<file path="config.mk">
export PLATFORM = sky130hd
export DESIGN_NAME = eth_arp_extractor
export DESIGN_NICKNAME = d
export VERILOG_FILES = /design/src/rtl/eth_pkg.sv /design/src/rtl/arp_payload_buf.sv /design/src/rtl/eth_arp_extractor.sv
export SDC_FILE = /design/constraint.sdc
export NUM_CORES = 1
export LEC_CHECK = 0
export BUFFER_PORTS_ARGS = -buffer_cell sky130_fd_sc_hd__buf_2
export CAP_MARGIN = 20
export CELL_PAD_IN_SITES_DETAIL_PLACEMENT = 0
export CELL_PAD_IN_SITES_GLOBAL_PLACEMENT = 1
export CORE_MARGIN = 10
export CORE_UTILIZATION = 44
export DETAILED_ROUTE_END_ITERATION = 7
export PLACE_DENSITY_LB_ADDON = 0.1
export SYNTH_ARGS = -nofsm -noshare
export SYNTH_HDL_FRONTEND = slang
export SYNTH_SLANG_ARGS = --single-unit
</file>
<file path="constraint.sdc">
create_clock -name clk -period 9.4 [get_ports clk]
set_clock_uncertainty 0.1 [all_clocks]
set_input_delay 1.88 -clock clk [delete_from_list [all_inputs] [get_ports clk]]
set_output_delay 1.88 -clock clk [all_outputs]
set_load 0.01 [all_outputs]
</file>
<file path="src/rtl/eth_pkg.sv">
// Shared constants and FSM state type for the Ethernet ARP extraction stage.
package eth_pkg;
  localparam logic [15:0] ETHERTYPE_ARP     = 16'h0806;
  localparam logic [15:0] ETHERTYPE_VLAN    = 16'h8100;
  localparam logic [47:0] MAC_BCAST         = 48'hFFFF_FFFF_FFFF;
  localparam int          ARP_PAYLOAD_WORDS = 7;
  localparam logic [2:0]  ARP_LAST_IDX      = 3'd6;

  typedef enum logic [2:0] {
    HDR     = 3'd0,
    VLAN    = 3'd1,
    PAYLOAD = 3'd2,
    DRAIN   = 3'd3,
    DISCARD = 3'd4,
    SEND    = 3'd5
  } state_t;
endpackage

</file>
<file path="src/rtl/arp_payload_buf.sv">
// 7x32 ARP payload store: realigns the 2-byte-offset payload through a 16-bit hold register
// and replays it word by word through a read index.
module arp_payload_buf
  import eth_pkg::*;
(
  input  logic        clk,
  input  logic        rst,
  input  logic        i_start,
  input  logic [15:0] i_hold_init,
  input  logic        i_wr_en,
  input  logic [31:0] i_wr_data,
  input  logic        i_rd_adv,
  output logic [2:0]  o_wr_idx,
  output logic [2:0]  o_rd_idx,
  output logic [31:0] o_rd_data
);
  logic [31:0] mem_q [ARP_PAYLOAD_WORDS];
  logic [31:0] mem_d [ARP_PAYLOAD_WORDS];
  logic [15:0] hold_q, hold_d;
  logic [2:0]  wr_q, wr_d, rd_q, rd_d;

  assign o_wr_idx  = wr_q;
  assign o_rd_idx  = rd_q;
  assign o_rd_data = mem_q[rd_q];

  always_comb begin
    mem_d  = mem_q;
    hold_d = hold_q;
    wr_d   = wr_q;
    rd_d   = rd_q;
    if (i_start) begin
      hold_d = i_hold_init;
      wr_d   = 3'd0;
      rd_d   = 3'd0;
    end else if (i_wr_en) begin
      // Upper half of each stored word comes from the previous beat's low half.
      mem_d[wr_q] = {hold_q, i_wr_data[31:16]};
      hold_d      = i_wr_data[15:0];
      if (wr_q != ARP_LAST_IDX) begin
        wr_d = wr_q + 3'd1;
      end
    end else if (i_rd_adv && (rd_q != ARP_LAST_IDX)) begin
      rd_d = rd_q + 3'd1;
    end
  end

  always_ff @(posedge clk or posedge rst) begin
    if (rst) begin
      for (int i = 0; i < ARP_PAYLOAD_WORDS; i++) begin
        mem_q[i] <= 32'd0;
      end
      hold_q <= 16'd0;
      wr_q   <= 3'd0;
      rd_q   <= 3'd0;
    end else begin
      mem_q  <= mem_d;
      hold_q <= hold_d;
      wr_q   <= wr_d;
      rd_q   <= rd_d;
    end
  end
endmodule

</file>
<file path="src/rtl/eth_arp_extractor.sv">
// Ethernet RX filter feeding the ARP responder: accepts local/broadcast ARP frames, emits the 7-word payload
// after the whole frame is in. Define ARP_EXTRACT_VLAN_EN to also accept single 802.1Q-tagged ARP frames.
module eth_arp_extractor
  import eth_pkg::*;
#(
  parameter bit ACCEPT_BCAST  = 1'b1,
  parameter bit CHECK_DST_MAC = 1'b1
) (
  input  logic        clk,
  input  logic        rst,
  input  logic [31:0] i_rx_data,
  input  logic        i_rx_valid,
  input  logic        i_rx_last,
  output logic        o_rx_ready,
  output logic [31:0] o_arp_data,
  output logic        o_arp_valid,
  output logic        o_arp_last,
  input  logic        i_arp_ready,
  input  logic [47:0] i_local_mac,
  input  logic        i_enable,
  output logic        o_frm_accept,
  output logic        o_frm_drop
);
  state_t      state_q, state_d;
  logic [3:0]  widx_q, widx_d;
  logic        hi_local_q, hi_local_d, hi_bcast_q, hi_bcast_d;
  logic        mac_ok_q, mac_ok_d, en_q, en_d, accept_q, accept_d;
  logic        beat, type_arp, lo_local, lo_bcast;
  logic        buf_start, buf_wr, buf_rd_adv;
  logic [2:0]  wr_idx, rd_idx;
  logic [31:0] rd_data;

  assign o_rx_ready   = (state_q != SEND) && !rst;
  assign beat         = i_rx_valid && o_rx_ready;
  assign type_arp     = (i_rx_data[31:16] == ETHERTYPE_ARP);
  assign lo_local     = (i_rx_data[31:16] == i_local_mac[15:0]);
  assign lo_bcast     = (i_rx_data[31:16] == MAC_BCAST[15:0]);
  assign o_arp_valid  = (state_q == SEND);
  assign o_arp_data   = o_arp_valid ? rd_data : 32'd0;
  assign o_arp_last   = o_arp_valid && (rd_idx == ARP_LAST_IDX);
  assign o_frm_accept = accept_q;

  arp_payload_buf u_buf (
    .clk         (clk),
    .rst         (rst),
    .i_start     (buf_start),
    .i_hold_init (i_rx_data[15:0]),
    .i_wr_en     (buf_wr),
    .i_wr_data   (i_rx_data),
    .i_rd_adv    (buf_rd_adv),
    .o_wr_idx    (wr_idx),
    .o_rd_idx    (rd_idx),
    .o_rd_data   (rd_data)
  );

  always_comb begin
    state_d    = state_q;
    widx_d     = widx_q;
    hi_local_d = hi_local_q;
    hi_bcast_d = hi_bcast_q;
    mac_ok_d   = mac_ok_q;
    en_d       = en_q;
    accept_d   = 1'b0;
    o_frm_drop = 1'b0;
    buf_start  = 1'b0;
    buf_wr     = 1'b0;
    buf_rd_adv = 1'b0;

    if (beat) begin
      if (i_rx_last) begin
        widx_d = 4'd0;
      end else if (widx_q != 4'd15) begin
        widx_d = widx_q + 4'd1;
      end
    end

    case (state_q)
      HDR: begin
        if (beat) begin
          // Destination MAC straddles w0/w1; compare halves and combine at w1.
          if (widx_q == 4'd0) begin
            hi_local_d = (i_rx_data == i_local_mac[47:16]);
            hi_bcast_d = (i_rx_data == MAC_BCAST[47:16]);
            en_d       = i_enable;
          end
          if (widx_q == 4'd1) begin
            mac_ok_d = !CHECK_DST_MAC || (hi_local_q && lo_local) ||
                       (ACCEPT_BCAST && hi_bcast_q && lo_bcast);
          end
          if (i_rx_last) begin
            o_frm_drop = 1'b1;
          end else if (widx_q == 4'd3) begin
            if (mac_ok_q && en_q && type_arp) begin
              buf_start = 1'b1;
              state_d   = PAYLOAD;
`ifdef ARP_EXTRACT_VLAN_EN
            end else if (mac_ok_q && en_q && (i_rx_data[31:16] == ETHERTYPE_VLAN)) begin
              state_d = VLAN;
`endif
            end else begin
              state_d = DISCARD;
            end
          end
        end
      end
`ifdef ARP_EXTRACT_VLAN_EN
      VLAN: begin
        if (beat) begin
          if (i_rx_last) begin
            o_frm_drop = 1'b1;
            state_d    = HDR;
          end else if (type_arp) begin
            buf_start = 1'b1;
            state_d   = PAYLOAD;
          end else begin
            state_d = DISCARD;
          end
        end
      end
`endif
      PAYLOAD: begin
        if (beat) begin
          buf_wr = 1'b1;
          if (wr_idx == ARP_LAST_IDX) begin
            if (i_rx_last) begin
              accept_d = 1'b1;
              state_d  = SEND;
            end else begin
              state_d = DRAIN;
            end
          end else if (i_rx_last) begin
            o_frm_drop = 1'b1;
            state_d    = HDR;
          end
        end
      end
      DRAIN: begin
        if (beat && i_rx_last) begin
          accept_d = 1'b1;
          state_d  = SEND;
        end
      end
      DISCARD: begin
        if (beat && i_rx_last) begin
          o_frm_drop = 1'b1;
          state_d    = HDR;
        end
      end
      SEND: begin
        if (i_arp_ready) begin
          buf_rd_adv = 1'b1;
          if (rd_idx == ARP_LAST_IDX) begin
            state_d = HDR;
          end
        end
      end
      default: begin
        state_d = HDR;
      end
    endcase
  end

  always_ff @(posedge clk or posedge rst) begin
    if (rst) begin
      state_q    <= HDR;
      widx_q     <= 4'd0;
      hi_local_q <= 1'b0;
      hi_bcast_q <= 1'b0;
      mac_ok_q   <= 1'b0;
      en_q       <= 1'b0;
      accept_q   <= 1'b0;
    end else begin
      state_q    <= state_d;
      widx_q     <= widx_d;
      hi_local_q <= hi_local_d;
      hi_bcast_q <= hi_bcast_d;
      mac_ok_q   <= mac_ok_d;
      en_q       <= en_d;
      accept_q   <= accept_d;
    end
  end
endmodule
</file>
==> results.json <==
{
  "status": "finished, final reports clean",
  "worst_slew_margin_rel": 0.266,
  "die_width_um": 189,
  "clkTransAtPathRegs_ps": 60,
  "avgViaCountPerCell": 5.54,
  "worst_slew_pin_slew_ps": 1100,
  "endpoint_kind": "primary output",
  "combPwrFrac": 0.122,
  "die_h_um": 189,
  "post-route-util": 0.516,
  "placed_cell_area_um2": 13500,
  "dp_hpwl_um": 21700,
  "clock_path_buffers": 3,
  "syn_to_final_growth_pct": 14.9,
  "gr-total-overflow": 0,
  "drive_gt1_frac": 0.409,
  "hold_path_class": "reg2reg",
  "ys_async_sr_fraction": 1.00,
  "p_per_area_nw_per_um2": 200,
  "placed_cells": 1396,
  "switchingPower_uw": 753,
  "portBuffers": 122,
  "drt_iter0_drc": 509,
  "critical_path.startpoint": "u_buf.o_rd_idx[1]$_DFFE_PP0P_",
  "cp_cell_sequence": "buf_4 -> mux4_2 -> nor2_1 -> a211oi_1 -> buf_2",
  "syn_area_um2": 12600,
  "drtAntennaViolNets": 0,
  "startpoint_type": "flop",
  "holdPathEnd": "u_buf.mem_q[1]$_DFFE_PP0P_",
  "track_usage": 0.187,
  "critical_path.top_delay_family": "buffers and inverters",
  "rr_worst_depth": 6,
  "synth_top_area_frac": 0.513,
  "max_stage_delay_ps": 730,
  "core_um2": 28000,
  "path_class": "reg2out",
  "syn_inst": 954,
  "post-route-period-util": 0.535,
  "synth_seq_cells": 258,
  "syn_nets": 1047,
  "yosysWarnings": 0,
  "critPathArrivalTime_ps": 3050,
  "via_count": 8034,
  "period_needed_ps": 5030,
  "worstHoldStart": "u_buf.mem_q[1]$_DFFE_PP0P_",
  "ff2ff_setup_slack_ps": 6260,
  "maxSlewViolCount": 0,
  "final_cell_mix": "255 x dfrtp_1, 195 x mux2_2, 122 x buf_2",
  "grt_pass1_wl_um": 52600,
  "ys_types": 51,
  "p_leak_uw": 0.00689,
  "clk_latency_ps": 540,
  "p_int_uw": 2140,
  "ys.flop_type": "dfrtp_1",
  "top_level_ports": 123,
  "tns_ps": 0,
  "yosysTopAreaCell": "dfrtp_1",
  "min_path_cells": 1,
  "drcViolationCount": 0,
  "cts_resized": 0,
  "synth-edff-count": 0,
  "irDropWorstVdd_uv": 124,
  "power_frac_clock": 0.396,
  "hold_viol_final": 0,
  "yosysSeqAreaShare": 0.513,
  "holdBufCountCts": 0,
  "gp_congestion": 0.814,
  "cp_max_fo": 43,
  "final_common_cell": "dfrtp_1",
  "routedWlPerCell_um": 23.3,
  "r2r_end": "u_buf.hold_q[11]$_DFFE_PP0P_",
  "initial_utilization": 0.449,
  "drv_cap": 0,
  "first_pass_iters": 4,
  "cts-htree-levels": 1,
  "first_global_vias": 8569,
  "fmax_ghz": 0.199,
  "grt_max_degree": 135,
  "final_area_um2": 14500,
  "wirelength_um": 33800,
  "cts_setup_buffers": 0,
  "dieArea_um2": 35800,
  "synth_area_leaders": "dfrtp_1 51%, mux2_2 17%, mux4_2 5.7%",
  "nNetsFinal": 1143,
  "num_rows": 61,
  "antenna_found_initial": 1,
  "cts-root-buf": "clkbuf_16",
  "critical_path_required_ps": 7420,
  "critPathBufInv": 2,
  "cts_tree": "yes",
  "finalNonFillerCells": 1451,
  "setup_viol": 0,
  "tritoncts.num_buffers": 30,
  "sequentialPowerShare": 0.482,
  "avgSynthCellArea_um2": 13.2,
  "p_sw_frac": 0.260,
  "clock_sinks": 258,
  "rsz0062_at_grt": "false",
  "rr_startpoint": "widx_q[0]$_DFFE_PP0P_",
  "slowest_stage": "dfrtp_4"
}
==> area by class of cell <==
class	count	area, um2
fill	2485	13600
sequential	258	6460
multi-input combinational	616	5740
clock buffer	42	887
timing repair buffer	136	748
tap	378	473
clock inverter	12	100
inverter	8	37.5
antenna	1	2.50
==> registers in the layout, indices dropped and copies added (netlist names) <==
| name | cells |
|---|---|
| en_q | 1 |
| hi_bcast_q | 1 |
| hi_local_q | 1 |
| mac_ok_q | 1 |
| o_frm_accept | 1 |
| state_q | 3 |
| u_buf.hold_q | 16 |
| u_buf.mem_q | 224 |
| u_buf.o_rd_idx | 3 |
| u_buf.o_wr_idx | 3 |
| widx_q | 4 |
==> routing by layer <==
layer | track usage | part of all wire
met5 | 0 | 0
met1 | 0.246 | 0.44
met4 | 0.0513 | 0.022
met3 | 0.0344 | 0.053
met2 | 0.309 | 0.48
==> worst max path at each step <==
| stage | to | slack (ps) | depth (start not counted) |
|---|---|---|---|
| global placement | o_frm_drop | 4680 | 5 |
| floorplan | en_q$_DFFE_PP0P_ | 320 | 1 |
| CTS | o_arp_data[11] | 4310 | 5 |
| finish | o_arp_data[20] | 4370 | 5 |
| global route | o_arp_data[11] | 4160 | 5 |
| detailed placement | o_frm_drop | 4700 | 5 |
==> power by group through the flow <==
| stage | sequential [uW] | combinational (uW) | clock (uW) |
|---|---|---|---|
| global placement | 1410 | 353 | 0 |
| floorplan | 1350 | 289 | 0 |
| detailed placement | 1410 | 357 | 0 |
| global route | 1420 | 392 | 1220 |
| finish | 1400 | 354 | 1150 |
| CTS | 1390 | 359 | 1170 |
==> kinds of logic after synthesis <==
logic type      count (synthesis)  share of synthesized area
mux                           306                      0.302
simple gates                  162                     0.0657
xor+xnor                       51                     0.0355
compound gates                 90                     0.0446
buf+inv                        80                     0.0318
flops                         258                      0.513
fa+ha+maj                       7                    0.00696
==> per-stage QoR <==
step / hold WS [ps] / power, uW / setup WS [ps]
final: 385 / 2900 / 4370
after detailed placement: 375 / 1770 / 4700
after CTS: 388 / 2920 / 4310
after global placement: 367 / 1760 / 4680
after global routing: 397 / 3040 / 4160
after floorplan: 348 / 1640 / 322
==> synthesized netlist by cell type, drive strengths merged (8+ instances only) <==
library cell / n
dfrtp: 258
inv: 8
nor2: 78
clkbuf: 30
mux2i: 32
a21oi: 42
nor4: 16
mux2: 242
buf: 42
nand2: 17
xor2: 48
nand4: 12
mux4: 32
a211oi: 33
Note: power is estimated with default switching activity, not from simulation.
